File: config.mk
export PLATFORM = sky130hd
export DESIGN_NAME = step_control_unit
export DESIGN_NICKNAME = d
export VERILOG_FILES = /design/src/rtl/step_ctrl_pkg.sv /design/src/rtl/ctrl_decoder.sv /design/src/rtl/step_control_unit.sv
export SDC_FILE = /design/constraint.sdc
export NUM_CORES = 1
export LEC_CHECK = 0
export BUFFER_PORTS_ARGS = -buffer_cell sky130_fd_sc_hd__buf_2
export CAP_MARGIN = 20
export CORE_ASPECT_RATIO = 1.2
export CORE_MARGIN = 1.5
export CORE_UTILIZATION = 42
export CTS_CLUSTER_SIZE = 24
export DETAILED_ROUTE_END_ITERATION = 8
export PLACE_DENSITY = 0.72
export SLEW_MARGIN = 20
export SYNTH_ARGS = -nofsm -noshare
export SYNTH_HDL_FRONTEND = slang
export SYNTH_SLANG_ARGS = --single-unit
File: constraint.sdc
create_clock -name clk -period 1.8 [get_ports clk]
set_clock_uncertainty 0.1 [all_clocks]
set_input_delay 0.27 -clock clk [delete_from_list [all_inputs] [get_ports clk]]
set_output_delay 0.27 -clock clk [all_outputs]
set_load 0.01 [all_outputs]
File: src/rtl/step_ctrl_pkg.sv
// ============================================================================
// Module : step_ctrl_pkg
// Brief  : Opcode, FSM state and ALU-select encodings for step_control_unit.
// Rev    : 1.0 - initial release
// ============================================================================
`default_nettype none

package step_ctrl_pkg;

    typedef enum logic [2:0] {
        OP_LOAD  = 3'b000,
        OP_STORE = 3'b001,
        OP_ADD   = 3'b010,
        OP_SUB   = 3'b011,
        OP_AND   = 3'b100,
        OP_JMP   = 3'b101,
        OP_BRZ   = 3'b110,
        OP_HALT  = 3'b111
    } opcode_e;

    typedef enum logic [1:0] {
        ST_IDLE  = 2'd0,
        ST_FETCH = 2'd1,
        ST_EXEC  = 2'd2,
        ST_HALT  = 2'd3
    } state_e;

    localparam logic [1:0] C_ALU_ADD = 2'b00;
    localparam logic [1:0] C_ALU_SUB = 2'b01;
    localparam logic [1:0] C_ALU_AND = 2'b10;

    function automatic logic [2:0] max3(input logic [2:0] a, input logic [2:0] b);
        return (a > b) ? a : b;
    endfunction

endpackage

`default_nettype wire

File: src/rtl/ctrl_decoder.sv
// ============================================================================
// Module : ctrl_decoder
// Brief  : Combinational IR decode; strobes qualified by the EXEC state.
// Rev    : 1.0 - initial release
// ============================================================================
`default_nettype none

module ctrl_decoder
    import step_ctrl_pkg::*;
#(
    parameter int IW    = 12,
    parameter int RF_AW = 3,
    parameter int D_AW  = 4
) (
    input  logic [IW-1:0]    ir,
    input  logic             is_exec,
    output logic [D_AW-1:0]  d_addr,
    output logic             d_rd,
    output logic             d_wr,
    output logic [RF_AW-1:0] rf_addr1,
    output logic [RF_AW-1:0] rf_addr2,
    output logic [RF_AW-1:0] rf_waddr,
    output logic             wr_en,
    output logic             rf_src_mem,
    output logic [1:0]       alu_sel
);

    opcode_e          w_op;
    logic [RF_AW-1:0] w_dst;
    logic [RF_AW-1:0] w_s1;
    logic [RF_AW-1:0] w_s2;

    assign w_op  = opcode_e'(ir[IW-1 -: 3]);
    assign w_dst = ir[IW-4 -: RF_AW];
    assign w_s1  = ir[2*RF_AW-1:RF_AW];
    assign w_s2  = ir[RF_AW-1:0];

    always_comb begin
        d_addr     = ir[D_AW-1:0];
        rf_waddr   = w_dst;
        rf_addr1   = w_s1;
        rf_addr2   = w_s2;
        alu_sel    = C_ALU_ADD;
        d_rd       = 1'b0;
        d_wr       = 1'b0;
        wr_en      = 1'b0;
        rf_src_mem = 1'b0;

        case (w_op)
            OP_LOAD: begin
                d_rd       = is_exec;
                wr_en      = is_exec;
                rf_src_mem = is_exec;
            end
            OP_STORE: begin
                // STORE reads the register named in the dst field.
                d_wr     = is_exec;
                rf_addr1 = w_dst;
            end
            OP_ADD: begin
                wr_en   = is_exec;
                alu_sel = C_ALU_ADD;
            end
            OP_SUB: begin
                wr_en   = is_exec;
                alu_sel = C_ALU_SUB;
            end
            OP_AND: begin
                wr_en   = is_exec;
                alu_sel = C_ALU_AND;
            end
            default: begin
            end
        endcase
    end

endmodule

`default_nettype wire

File: src/rtl/step_control_unit.sv
// ============================================================================
// Module : step_control_unit
// Brief  : Single-step / free-run sequencer: PC, IR and IDLE/FETCH/EXEC/HALT FSM.
// Rev    : 1.0 - initial release
// ============================================================================
`default_nettype none

module step_control_unit
    import step_ctrl_pkg::*;
#(
    parameter int IW    = 12,
    parameter int PC_W  = 4,
    parameter int RF_AW = 3,
    parameter int D_AW  = 4
) (
    input  logic             clk,
    input  logic             reset,
    input  logic             step,
    input  logic             ext_step,
    input  logic             switch_en,
    input  logic [IW-1:0]    switch,
    input  logic             run,
    input  logic             zero_flag,
    output logic [PC_W-1:0]  im_addr,
    input  logic [IW-1:0]    im_data,
    output logic [D_AW-1:0]  d_addr,
    output logic             d_rd,
    output logic             d_wr,
    output logic [RF_AW-1:0] rf_addr1,
    output logic [RF_AW-1:0] rf_addr2,
    output logic [RF_AW-1:0] rf_waddr,
    output logic             wr_en,
    output logic             rf_src_mem,
    output logic [1:0]       alu_sel,
    output logic             ext_active,
    output logic             halted,
    output logic             busy
);

    state_e          r_state;
    state_e          w_state_nxt;
    logic [PC_W-1:0] r_pc;
    logic [PC_W-1:0] w_pc_nxt;
    logic [PC_W-1:0] w_pc_inc;
    logic [PC_W-1:0] w_tgt;
    logic [IW-1:0]   r_ir;
    logic [IW-1:0]   w_ir_nxt;
    logic            r_ext_active;
    logic            w_ext_nxt;
    opcode_e         w_op;

    assign w_op     = opcode_e'(r_ir[IW-1 -: 3]);
    assign w_tgt    = r_ir[PC_W-1:0];
    assign w_pc_inc = r_pc + 1'b1;

    always_ff @(posedge clk or negedge reset) begin
        if (!reset) begin
            r_state      <= ST_IDLE;
            r_pc         <= '0;
            r_ir         <= '0;
            r_ext_active <= 1'b0;
        end else begin
            r_state      <= w_state_nxt;
            r_pc         <= w_pc_nxt;
            r_ir         <= w_ir_nxt;
            r_ext_active <= w_ext_nxt;
        end
    end

    always_comb begin
        w_state_nxt = r_state;
        w_pc_nxt    = r_pc;
        w_ir_nxt    = r_ir;
        w_ext_nxt   = r_ext_active;

        case (r_state)
            ST_IDLE: begin
                if (ext_step && switch_en) begin
                    w_ir_nxt    = switch;
                    w_ext_nxt   = 1'b1;
                    w_state_nxt = ST_EXEC;
                end else if (step || run) begin
                    w_state_nxt = ST_FETCH;
                end
            end
            ST_FETCH: begin
                w_ir_nxt    = im_data;
                w_ext_nxt   = 1'b0;
                w_state_nxt = ST_EXEC;
            end
            ST_EXEC: begin
                if (w_op == OP_HALT) begin
                    w_state_nxt = ST_HALT;
                end else if (run) begin
                    w_state_nxt = ST_FETCH;
                end else begin
                    w_state_nxt = ST_IDLE;
                end

                // Switch-sourced instructions never move the PC, branches included.
                if (!r_ext_active) begin
                    case (w_op)
                        OP_JMP:  w_pc_nxt = w_tgt;
                        OP_BRZ:  w_pc_nxt = zero_flag ? w_tgt : w_pc_inc;
                        OP_HALT: w_pc_nxt = r_pc;
                        default: w_pc_nxt = w_pc_inc;
                    endcase
                end
            end
            ST_HALT: begin
                w_state_nxt = ST_HALT;
            end
            default: begin
                w_state_nxt = ST_IDLE;
            end
        endcase
    end

    ctrl_decoder #(
        .IW    (IW),
        .RF_AW (RF_AW),
        .D_AW  (D_AW)
    ) u_ctrl_decoder (
        .ir         (r_ir),
        .is_exec    (r_state == ST_EXEC),
        .d_addr     (d_addr),
        .d_rd       (d_rd),
        .d_wr       (d_wr),
        .rf_addr1   (rf_addr1),
        .rf_addr2   (rf_addr2),
        .rf_waddr   (rf_waddr),
        .wr_en      (wr_en),
        .rf_src_mem (rf_src_mem),
        .alu_sel    (alu_sel)
    );

    assign im_addr    = r_pc;
    assign ext_active = r_ext_active;
    assign halted     = (r_state == ST_HALT);
    assign busy       = (r_state == ST_FETCH) || (r_state == ST_EXEC);

endmodule

`default_nettype wire
==> impl_metrics.toml <==
[logic_synthesis]
synthAdderAreaFrac_pct = 5.90
syn-cell-area_um2 = 1270
synth-xor-area-share_pct = 0
syn_inst = 129
synth_compound_area_share_pct = 15.6
ys_seq_area_share_pct = 37.4
synth_top_family_by_area = "multiplexers"
synth-simple-area-share_pct = 14.0
syn_avg_cell_area_um2 = 9.86
ys_seq_elements = 19
yosysWarnings = 0
synth_top_cell_area_share_pct = 37.4
synthMuxAreaShare_pct = 16.1
syn-num-nets = 166
ys_top_cells_by_area = "dfrtp_1, mux2i_1, buf_4"
synth_cell_types = 32
synth_top_area_cell = "dfrtp_1"

[critical_path]
cp.arrival_ns = 1.45
cp-end-kind = "primary output"
cp-start-kind = "register"
crit_type = "register to primary output"
crit_fanout = 3
worstPathRequired_ns = 1.43

[power_and_ir_drop]
power_density_nw_per_um2 = 1840
power.share.switching_pct = 42.8
combPwrFrac_pct = 66.3
pwr-share-seq_pct = 27.0
p_clk_share_pct = 6.7
internal_power_w = 0.00184
p_leak_nw = 0.854
peakVddDrop_v = 0.000926
net-switching-power_w = 0.00138

[floorplan]
die_area_um2 = 3370
die_h_um = 63.3
core_area_um2 = 2840
initial_core_util_pct = 44.8
ios = 57
row_count = 21
die_x_um = 53.2

[clock_tree]
clockBufferDepth = 2
cts_inserted_buffers = 3
clk_latency_ns = 0.30
htreeDepth = 1
cts_tree = "yes"
clk_pin_slew_ns = 0.10
root_buffer = "clkbuf_4"
clkSinkCount = 19

[finish]
num-nets-final = 225
stdcell_area_um2 = 1740
num_antenna_cells = 0
syn_to_final_growth_pct = 36.9
nFillCells = 249
drive_gt1_share_pct = 50.8

[global_routing]
overflow = 0
grt_max_degree = 25
antenna_found_initial = 0
grt_pass1_vias = 1055
grt_pass1_wl_mm = 4.64
track_usage_pct = 18.3

[sta]
hold_viol = 0
setup_violations = 5
max_freq_ghz = 0.550
tns_ns = -0.0638
drv_slew = 0
tightest_slew_ns = 0.419
final.period_utilization_pct = 101
worst_slack_ns = -0.0189
rsz0062_at_grt = "yes"
relSlewSlack_pct = 72.1
period_minus_slack_ns = 1.82

[place]
place_hpwl_mm = 2.18
gp_congestion = 0.784
placed_cell_area_um2 = 1560
port_buffers = 56

[flow_run]
max-cap-violations = 0

[drt]
drc = 0
vias_per_cell = 5.16
drt-pass1-iter-count = 4
drtAntennaViolNets = 0
drt_iter0_markers = 13
detail_route.wl_per_cell_um = 13.5
vias = 1141
routed_wl_mm = 2.99

[outcome]
violations = "setup timing"
status = "finished, violations left"

[worst_hold_path]
min_path_type = "input pin to register"
[logic make-up (layout without fill, tap and decap cells)]
| group | after synthesis | count (layout) |
|---|---|---|
| mux | 20 | 20 |
| flops | 19 | 19 |
| fa+ha+maj | 6 | 6 |
| simple gates | 36 | 36 |
| compound gates | 26 | 26 |
| buf+inv | 22 | 80 |
[metrics by stage]
| stage | setup WS (ns) | cells | util, % | hold slack, ns | total power, W |
|---|---|---|---|---|---|
| global placement | 0.0946 | 211 | 54.9 | 0.135 | 0.00258 |
| finish | -0.0189 | 221 | 61.4 | 0.133 | 0.00321 |
| detailed placement | 0.0324 | 211 | 54.9 | 0.135 | 0.00265 |
| CTS | -0.0479 | 218 | 57.9 | 0.142 | 0.00296 |
| floorplan | 0.0476 | 129 | - | -0.126 | 0.00217 |
| global route | -0.107 | 221 | 61.4 | 0.129 | 0.00347 |
[metal layers]
| metal | vias up | global-route usage (%) | share of wire [%] |
|---|---|---|---|
| met5 | - | 0 | 0 |
| met3 | 2 | 5.45 | 5.5 |
| met4 | 0 | 3.85 | 0.60 |
| met1 | 548 | 21.6 | 38 |
| met2 | 34 | 31.6 | 56 |
| li1 | 557 | - | - |
[repair_timing]
item,4_1_cts,5_1_grt
resized for setup,9,11
cloned,0,1
pin swaps,1,4
setup buffers,2,2
endpoints found under the hold margin,19,0
endpoints found under the setup margin,6,14
hold buffers,1,0
[cell usage after synthesis]
cell type  number
dfrtp_1        19
nand2_1        19
mux2i_1        16
o21ai_1        13
buf_4          12
ha_1            6
buf_2           4
inv_1           4
mux2_2          4
nor2_1          4
a22oi_1         2
a31oi_1         2
nor2b_1         2
nor3_1          2
nor3b_1         2
o21ai_0         2
a2111oi_2       1
a21boi_4        1
a21oi_1         1
a311o_1         1
a311oi_4        1
a31oi_2         1
and3_1          1
and3_2          1
and4_4          1
buf_6           1
inv_2           1
nand2b_2        1
nand3_1         1
nand3b_1        1
o41ai_1         1
or2b_1          1
[power by group through the flow]
stage | clock network, W | registers, W | logic, W
2_1_floorplan | 0 | 0.000824 | 0.00134
3_3_place_gp | 0 | 0.000838 | 0.00175
3_5_place_dp | 0 | 0.000855 | 0.00179
4_1_cts | 0.000217 | 0.000867 | 0.00188
5_1_grt | 0.000240 | 0.000902 | 0.00233
6_report | 0.000215 | 0.000868 | 0.00213
[sequential cells by signal (all words and copies together) (netlist names)]
name and count:
ext_active 1, im_addr 4, r_ir 12, r_state 2
[path summary, 6_finish.rpt]
check                           slack, ns           to  startpoint  cells past startpoint
worst max-delay path                -0.02  rf_addr1[0]    r_ir[10]                      4
worst min-delay path                 0.13      r_ir[2]   switch[2]                      3
worst max register to register       0.12   im_addr[0]    r_ir[10]                      6
worst min register to register       0.39      r_ir[4]     r_ir[4]                      2
max in group asynchronous            0.96      r_ir[9]       reset                      2
min in group asynchronous            0.32   ext_active       reset                      2
[worst max-delay path, cell delays in order (launching register included)]
cell      delay (ns)
dfrtp_1         0.40
nand2b_4        0.16
nor2_4          0.15
mux2_4          0.32
buf_6           0.12
[final cells by class]
cell class	count	area (µm²)	share of cell area, %
clock buffer	4	26.3	1.51
multi-input combinational	88	732	42.0
tap	34	42.5	2.44
timing repair buffer	71	444	25.5
sequential	19	478	27.4
inverter	5	18.8	1.08
[placed cells by master (no fill, tap or decap), types with 3 or more instances in the layout]
master,n
buf_2,53
buf_4,12
buf_6,3
clkbuf_4,3
dfrtp_1,17
ha_2,3
inv_1,3
mux2_4,3
mux2i_1,16
nand2_1,19
nor2_1,3
o21ai_1,13
Note: power is estimated with default switching activity, not from simulation.
